### src/rtl/async_receive_if.sv
// async_receive_if: serial line input and received-byte outputs of the UART receiver.
`timescale 1ns/1ps
interface async_receive_if;
   logic RxD;
   logic [7:0] RxD_data;
   logic RxD_data_ready;
   logic RxD_framing_error;
   logic RxD_idle;
   logic RxD_endofpacket;
   modport master (
      output RxD,
      input RxD_data, RxD_data_ready, RxD_framing_error, RxD_idle, RxD_endofpacket
   );
   modport slave (
      input RxD,
      output RxD_data, RxD_data_ready, RxD_framing_error, RxD_idle, RxD_endofpacket
   );
endinterface

### src/rtl/async_receive.sv
// async_receive: 8N1 UART receiver with 16x oversampling, 3-sample majority filter,
// framing-error strobe and line-idle / end-of-packet detection.
`timescale 1ns/1ps
module async_receive #(
   parameter int ClkFrequency = 66666666,
   parameter int Baud = 115200,
   parameter int BaudGeneratorAccWidth = 16,
   parameter int IdleBits = 10
) (
   input logic clk,
   input logic rst_n,
   async_receive_if.slave rx
);
   localparam int W = BaudGeneratorAccWidth;
   localparam longint IncFull = ((longint'(Baud) << (W - 7)) + longint'(ClkFrequency >> 12)) / longint'(ClkFrequency >> 11);
   localparam logic [W:0] Inc = IncFull[W:0];
   localparam logic [7:0] GapMax = 8'(16 * IdleBits);

   typedef enum logic [2:0] {IDLE, START, DATA, STOP, BREAK} stateType;
   stateType state, stateNext;
   logic [W:0] acc;
   logic tick;
   logic [1:0] sync;
   logic [2:0] filt, filtNext;
   logic bitF;
   logic [3:0] cnt;
   logic [2:0] idx;
   logic [7:0] shift, data, gap;
   logic ready, frameErr, seen, eop;

   assign tick = acc[W];
   assign filtNext = {filt[1:0], sync[1]};

   always_ff @(posedge clk or negedge rst_n)
      if (!rst_n) acc <= '0;
      else acc <= {1'b0, acc[W-1:0]} + Inc;

   always_ff @(posedge clk or negedge rst_n)
      if (!rst_n) begin
         sync <= 2'b11;
         filt <= 3'b111;
         bitF <= 1'b1;
      end else begin
         sync <= {sync[0], rx.RxD};
         if (tick) begin
            filt <= filtNext;
            bitF <= (filtNext[0] & filtNext[1]) | (filtNext[0] & filtNext[2]) | (filtNext[1] & filtNext[2]);
         end
      end

   always_comb begin
      stateNext = state;
      if (tick)
         case (state)
            IDLE:    stateNext = bitF ? IDLE : START;
            START:   stateNext = (cnt == 4'd7) ? (bitF ? IDLE : DATA) : START;
            DATA:    stateNext = (cnt == 4'd15 && idx == 3'd7) ? STOP : DATA;
            STOP:    stateNext = (cnt == 4'd15) ? (bitF ? IDLE : BREAK) : STOP;
            BREAK:   stateNext = bitF ? IDLE : BREAK;
            default: stateNext = IDLE;
         endcase
   end

   // Leaving STOP at mid-stop-bit lets a back-to-back start bit be caught with no gap.
   always_ff @(posedge clk or negedge rst_n)
      if (!rst_n) begin
         state <= IDLE;
         cnt <= 4'd0;
         idx <= 3'd0;
         shift <= 8'd0;
         data <= 8'd0;
         ready <= 1'b0;
         frameErr <= 1'b0;
         gap <= 8'd0;
         seen <= 1'b0;
         eop <= 1'b0;
      end else begin
         state <= stateNext;
         ready <= 1'b0;
         frameErr <= 1'b0;
         eop <= 1'b0;
         if (tick) begin
            cnt <= (state == IDLE || (state == START && cnt == 4'd7)) ? 4'd0 : cnt + 4'd1;
            if (state == START) idx <= 3'd0;
            if (state == DATA && cnt == 4'd15) begin
               shift <= {bitF, shift[7:1]};
               idx <= idx + 3'd1;
            end
            if (state == STOP && cnt == 4'd15) begin
               if (bitF) begin
                  data <= shift;
                  ready <= 1'b1;
                  seen <= 1'b1;
               end else frameErr <= 1'b1;
            end
            gap <= (state != IDLE || !bitF) ? 8'd0 : (gap == GapMax ? gap : gap + 8'd1);
            if (state == IDLE && bitF && gap == GapMax - 8'd1) begin
               eop <= seen;
               seen <= 1'b0;
            end
         end
      end

   assign rx.RxD_data = data;
   assign rx.RxD_data_ready = ready;
   assign rx.RxD_framing_error = frameErr;
   assign rx.RxD_idle = (gap == GapMax);
   assign rx.RxD_endofpacket = eop;
endmodule
### src/flat_wrapper.sv
// flat-port wrapper written by rule: the top's interface ports become plain ports
module async_receive_flat 
#(
   parameter int ClkFrequency = 66666666,
   parameter int Baud = 115200,
   parameter int BaudGeneratorAccWidth = 16,
   parameter int IdleBits = 10
)
  (clk, rst_n, rx_RxD, rx_RxD_data, rx_RxD_data_ready, rx_RxD_framing_error, rx_RxD_idle, rx_RxD_endofpacket);
  async_receive_if rx_i ();
  input logic clk;
  input logic rst_n;
  input wire logic [$bits(rx_i.RxD)-1:0] rx_RxD;
  output wire logic [$bits(rx_i.RxD_data)-1:0] rx_RxD_data;
  output wire logic [$bits(rx_i.RxD_data_ready)-1:0] rx_RxD_data_ready;
  output wire logic [$bits(rx_i.RxD_framing_error)-1:0] rx_RxD_framing_error;
  output wire logic [$bits(rx_i.RxD_idle)-1:0] rx_RxD_idle;
  output wire logic [$bits(rx_i.RxD_endofpacket)-1:0] rx_RxD_endofpacket;
  assign rx_i.RxD = rx_RxD;
  assign rx_RxD_data = rx_i.RxD_data;
  assign rx_RxD_data_ready = rx_i.RxD_data_ready;
  assign rx_RxD_framing_error = rx_i.RxD_framing_error;
  assign rx_RxD_idle = rx_i.RxD_idle;
  assign rx_RxD_endofpacket = rx_i.RxD_endofpacket;
  async_receive #(.ClkFrequency(ClkFrequency), .Baud(Baud), .BaudGeneratorAccWidth(BaudGeneratorAccWidth), .IdleBits(IdleBits)) u_core (.clk(clk), .rst_n(rst_n), .rx(rx_i));
endmodule
### config.mk
export PLATFORM = sky130hd
export DESIGN_NAME = async_receive_flat
export DESIGN_NICKNAME = d
export VERILOG_FILES = /design/src/rtl/async_receive_if.sv /design/src/rtl/async_receive.sv /design/src/flat_wrapper.sv
export SDC_FILE = /design/constraint.sdc
export NUM_CORES = 1
export LEC_CHECK = 0
export ABC_AREA = 0
export CAP_MARGIN = 40
export CORE_ASPECT_RATIO = 0.7
export CORE_MARGIN = 1.5
export CORE_UTILIZATION = 30
export DETAILED_ROUTE_END_ITERATION = 6
export PLACE_DENSITY_LB_ADDON = 0.08
export SYNTH_ARGS = -nofsm -noshare
export SYNTH_HDL_FRONTEND = slang
export SYNTH_SLANG_ARGS = --single-unit
### constraint.sdc
create_clock -name clk -period 1.65 [get_ports clk]
set_input_delay 0.33 -clock clk [delete_from_list [all_inputs] [get_ports clk]]
set_output_delay 0.33 -clock clk [all_outputs]
set_load 0.02 [all_outputs]
==> Word level (Yosys, flattened, before mapping) <==
Cells that the tools add are included.
{ "word_totals": {"out_inout_bits": 12, "reg_bits": 60} }
{ "op_classes": {"muxes": 23, "n_reduce_logical": 19, "bitwise_logic": 5, "n_eq_ne": 10, "add_sub_neg": 4} }
{ "op_table": {"columns": ["cell", "count"], "rows": [
  ["adder 16 x 11 -> 17 bit (second input constant)", 1],
  ["equality test 8 bit (second input constant)", 2],
  ["two-way mux 8 bit", 2],
  ["two-way mux 3 bit", 5],
  ["one-hot mux 3 bit (5 select lines)", 1],
  ["two-way mux 1 bit", 13],
  ["adder 8 x 1 -> 8 bit (second input constant)", 1],
  ["equality test 3 x 2 -> 1 bit (second input constant)", 2],
  ["equality test 3 bit (second input constant)", 2],
  ["logical AND 1 bit", 6],
  ["AND reduction 2 bit", 3],
  ["AND reduction 3 bit", 2],
  ["nonzero test 2 bit", 3],
  ["adder 4 x 1 -> 4 bit (second input constant)", 1],
  ["equality test 4 x 3 -> 1 bit (second input constant)", 1],
  ["equality test 4 bit (second input constant)", 1],
  ["two-way mux 4 bit", 1],
  ["adder 3 x 1 -> 3 bit (second input constant)", 1],
  ["bitwise AND 1 bit", 3],
  ["equality test 3 x 1 -> 1 bit (second input constant)", 1],
  ["zero test 3 bit", 1],
  ["nonzero test 3 bit", 1],
  ["logical OR 1 bit", 2],
  ["two-way mux 2 bit", 1],
  ["3 further kinds", 4]
]} }

==> Depth between registers and ports, before layout <==
{ "depth": {"ltp_word": 5, "mapped_depth": 6, "ltp_nobuf": 6} }

==> Least setup slack after synthesis <==
No wires, ideal clock.
{ "synth_timing": {"kind": "reg2reg", "start": "register u_core.gap[4]", "end": "register u_core.gap[0]", "arrival_time_ps": 1808, "slack_ps": -283, "setup_ps": 125, "period_less_slack_ps": 1933, "path_stages_with_launch": 5, "n_path_buf": 0, "cell_sequence": "dfrtp_1 > or3_1 > nor3_1 > nor2_1 > mux2_2"} }
{ "synth_between": {"elab_chain_cells": 3} }
{ "synth_lines": {"columns": ["element", "line", "rtl"], "rows": [
  ["start, declared", "async_receive.sv:28", "logic [7:0] shift, data, gap;"],
  ["start signal, assigned", "async_receive.sv:96", "gap <= (state != IDLE || !bitF) ? 8'd0 : (gap == GapMax ? gap : gap + 8'd1);"],
  ["equality test 8 bit", null, null],
  ["named net rx_RxD_idle", "flat_wrapper.sv:17", "output wire logic [$bits(rx_i.RxD_idle)-1:0] rx_RxD_idle;"],
  ["!= test 2 x 1 -> 1 bit (no line)", null, null],
  ["AND reduction 2 bit (no line)", null, null]
]} }
The timed path passes the listed nets, and every way through them passes these cells.
A chain may end at the register's enable or synchronous reset.

==> Worst setup path in the final report <==
{ "layout_timing": {"start": "register u_core.gap[3]", "end": "output rx_RxD_idle"} }
{ "layout_between": {"elab_chain_cells": 1} }
{ "layout_lines": {"columns": ["element", "line", "rtl"], "rows": [
  ["equality test 8 bit", "async_receive.sv:107", "assign rx.RxD_idle = (gap == GapMax);"],
  ["end, declared", "flat_wrapper.sv:17", null]
]} }
No other way between the ends.

==> impl_metrics.env <==
export IMPL_antenna_found_initial=0
export IMPL_min_path_type="in -> async"
export IMPL_die_h_um=80.9
export IMPL_ys_types=46
export IMPL_nNetsFinal=285
export IMPL_viasPerCell=4.56
export IMPL_synth_main_ff_cell="sky130_fd_sc_hd__dfrtp_1"
export IMPL_clk_pin_slew_ns=0.05
export IMPL_critPathMaxFanout=2
export IMPL_placed_cells=379
export IMPL_multi_input_area_mm2=0.00114
export IMPL_port_buffers=14
export IMPL_pin_count_of_the_biggest_net_entering_global_routing=59
export IMPL_final_cells=400
export IMPL_finalCriticalPeriod_ns=1.71
export IMPL_grt_pass1_vias=1830
export IMPL_post_route_period_util_pct=104
export IMPL_first_pass_grt_wire_length_um=9090
export IMPL_cap_viol_max_count=0
export IMPL_clock_skew_final_ns=0.00690
export IMPL_mostFrequentLayoutCells="sky130_fd_sc_hd__dfrtp_1, sky130_fd_sc_hd__buf_4, sky130_fd_sc_hd__mux2_2"
export IMPL_floorplan_initialDensity_pct=30.8
export IMPL_synth_seq_area_share_pct=56.0
export IMPL_insertedDiodeCount=0
export IMPL_i_o_pin_count=15
export IMPL_finalPower_mw=3.37
export IMPL_worstPathArrival_ns=1.38
export IMPL_irDropWorstVdd_mv=0.565
export IMPL_start_kind="flip-flop"
export IMPL_tritoncts="done"
export IMPL_core_region_area_mm2=0.00844
export IMPL_worst_path_max_delay_cell="sky130_fd_sc_hd__or3_4"
export IMPL_clock_insertion_delay_worst_skew_ns=0.33
export IMPL_grt_setup_unrepaired="yes"
export IMPL_rr_endpoint="u_core.state[0]$_DFFE_PN0P_"
export IMPL_clock_sink_count=58
export IMPL_worstSetupEndpointType="primary output"
export IMPL_syn_area_mm2=0.00260
export IMPL_synth_warning_count=0
export IMPL_die_w_um=114
export IMPL_synth_top_area_share_pct=50.9
export IMPL_critical_path_cell_chain="or3_4 > nor3_4 > buf_6"
export IMPL_synthesis_nets=229
export IMPL_tritoncts_num_buffers=9
export IMPL_static_leakage_power_nw=1.61
export IMPL_power_density_mw_per_mm2=940
export IMPL_floorplan_die_area_mm2=0.00926
export IMPL_finalSetupViolCount=2
export IMPL_areaGrowthSynthToFinish_pct=37.5
export IMPL_syn_avg_cell_area_um2=11.8
export IMPL_gpl_final_weighted_congestion=0.784
export IMPL_regToRegStartpoint="u_core.cnt[0]$_DFFE_PN0P_"
export IMPL_ant_nets=0
export IMPL_detail_route_wirelength_um=5280
export IMPL_setup_ws_ns=-0.0604
export IMPL_dp_slack_ns=-0.292
export IMPL_cts_max_level=3
export IMPL_layout_cells_most_common="sky130_fd_sc_hd__dfrtp_1"
export IMPL_synth_largest_area_cell="sky130_fd_sc_hd__dfrtp_1"
export IMPL_violated_checks="negative hold slack, negative setup slack"
export IMPL_dpl_hpwl_um=3430
export IMPL_postSynthRegisterBits=58
export IMPL_gr_total_overflow=0
export IMPL_fmaxAchievable_mhz=585
export IMPL_sequential_cell_area_mm2=0.00146
export IMPL_layout_drive_gt1_share_pct=33.2
export IMPL_clockRootBuffer="sky130_fd_sc_hd__clkbuf_16"
export IMPL_drc=0
export IMPL_placement_rows=28
export IMPL_worstMarginPinSlew_ns=0.441
export IMPL_maxSlewViolCount=0
export IMPL_reg_to_reg_slack_setup_ns=0
export IMPL_grt_use_total_pct=13.1
export IMPL_num_fill_cells=820
export IMPL_run_status="finished with violations"
export IMPL_path_class="reg -> out"
export IMPL_netlist_top_cells_area="sky130_fd_sc_hd__dfrtp_1, sky130_fd_sc_hd__mux2_2, sky130_fd_sc_hd__dfstp_2, sky130_fd_sc_hd__ha_1, sky130_fd_sc_hd__nand2_1"
export IMPL_cp_required_ns=1.32
export IMPL_max_clock_path_buffers=2
export IMPL_timing_max_slew_rel_slack_pct=70.5
export IMPL_detailroute_via_count=1822
export IMPL_post_drt_wl_per_cell_um=13.2
export IMPL_postSynth_asyncResetShare_pct=100
export IMPL_detailedRoute_firstPassIterationCount=4
export IMPL_final_hold_violation_count=1
export IMPL_largest_stage_delay_worst_path_ns=0.40
export IMPL_worst_r2r_cell_count=5
export IMPL_drt_iter0_drc=47
export IMPL_synth_edf_count=0
export IMPL_synthCells=220
export IMPL_hold_slack_ns=-0.00480
==> worst max-delay path, delay by kind of cell (launching register included) <==
| family | cells | cell delay, ns |
|---|---|---|
| DFF | 1 | 0.37 |
| and+or+nand+nor | 2 | 0.54 |
| buffers and inverters | 1 | 0.14 |
==> power breakdown <==
group / internal (mW) / switching, mW / leakage, nW
sequential: 1.43 / 0.00163 / 0.751
combinational: 0.00962 / 0.0287 / 0.705
clock: 1.28 / 0.617 / 0.152
total: 2.72 / 0.647 / 1.61
==> cells in the mapped netlist, types with 3 or more instances <==
master	number
sky130_fd_sc_hd__dfrtp_1	53
sky130_fd_sc_hd__nand4_1	4
sky130_fd_sc_hd__o21ai_0	13
sky130_fd_sc_hd__and3_1	6
sky130_fd_sc_hd__xor2_1	4
sky130_fd_sc_hd__xnor2_1	7
sky130_fd_sc_hd__nor3_1	4
sky130_fd_sc_hd__a21oi_1	3
sky130_fd_sc_hd__nand2_1	19
sky130_fd_sc_hd__nor2_1	12
sky130_fd_sc_hd__dfstp_2	5
sky130_fd_sc_hd__a22o_1	4
sky130_fd_sc_hd__mux2_2	21
sky130_fd_sc_hd__nand3_1	6
sky130_fd_sc_hd__nand2b_1	3
sky130_fd_sc_hd__inv_1	8
sky130_fd_sc_hd__o21a_1	3
sky130_fd_sc_hd__o31ai_1	5
sky130_fd_sc_hd__ha_1	6
==> layout make-up <==
type | instances | area share [%]
clock buffers | 13 | 7.55
clock inverters | 2 | 0.978
inverters | 8 | 0.839
multi-input cells | 147 | 31.8
flip-flops and latches | 58 | 40.7
well taps | 120 | 4.19
repair buffers | 52 | 13.9
==> what timing repair did <==
item / 4_1_cts / 5_1_grt
pin swaps: 4 / 1
setup buffers: 1 / 5
resized for setup: 8 / 6
endpoints found under the setup margin: 9 / 21
hold buffers: 0 / 0
==> flip-flops by register name, summed over array words and instances, names as in the netlist, 2 cells and up <==
name and cells:
u_core.rx.RxD_data 8, u_core.sync 2, u_core.shift 8, u_core.idx 3, u_core.cnt 4, u_core.filt 2
u_core.acc 15, u_core.state 3, u_core.gap 8
==> cells by family (layout without fill, tap and decap cells) <==
| family | count (synthesis) | in the layout | synth area share [%] |
|---|---|---|---|
| adder cells (fa/ha/maj) | 7 | 7 | 3.27 |
| multiplexers | 21 | 21 | 9.08 |
| AND/OR/NAND/NOR | 67 | 67 | 14.1 |
| AO/OA/AOI/OAI | 41 | 41 | 10.9 |
| XOR/XNOR | 11 | 11 | 3.70 |
| buffers and inverters | 15 | 75 | 2.98 |
| flip-flops | 58 | 58 | 56.0 |
==> routing by layer <==
| metal | up-vias | GRT usage [%] | wire, um |
|---|---|---|---|
| met5 | - | 0 | 0 |
| li1 | 912 | - | - |
| met1 | 885 | 18.3 | 2900 |
| met3 | 2 | 6.19 | 205 |
| met4 | 0 | 2.88 | 24 |
| met2 | 23 | 18.3 | 2150 |
==> how the worst max path moves through the flow <==
stage	from	slack [ns]	cells past startpoint	end
2_1_floorplan	u_core.cnt[1]$_DFFE_PN0P_	0.006	6	u_core.rx.RxD_data[0]$_DFFE_PN0P_
3_3_place_gp	u_core.gap[4]$_DFFE_PN0P_	-0.29	3	rx_RxD_idle
3_5_place_dp	u_core.gap[4]$_DFFE_PN0P_	-0.29	3	rx_RxD_idle
4_1_cts	u_core.gap[3]$_DFFE_PN0P_	-0.08	3	rx_RxD_idle
5_1_grt	u_core.gap[3]$_DFFE_PN0P_	-0.12	3	rx_RxD_idle
6_report	u_core.gap[3]$_DFFE_PN0P_	-0.06	3	rx_RxD_idle
==> through the flow <==
| step | util, % | hold WS [ns] | cell area [um2] | TNS (ns) |
|---|---|---|---|---|
| global route | 42.4 | 0.0231 | 3580 | -0.178 |
| global placement | 37.8 | 0.347 | 3190 | -0.458 |
| detailed placement | 37.8 | 0.348 | 3190 | -0.420 |
| floorplan | - | 0.0344 | 2660 | 0 |
| finish | 42.4 | -0.00480 | 3580 | -0.0632 |
| CTS | 41.6 | 0.0130 | 3520 | -0.0756 |
(Power assumes the default switching activity.)
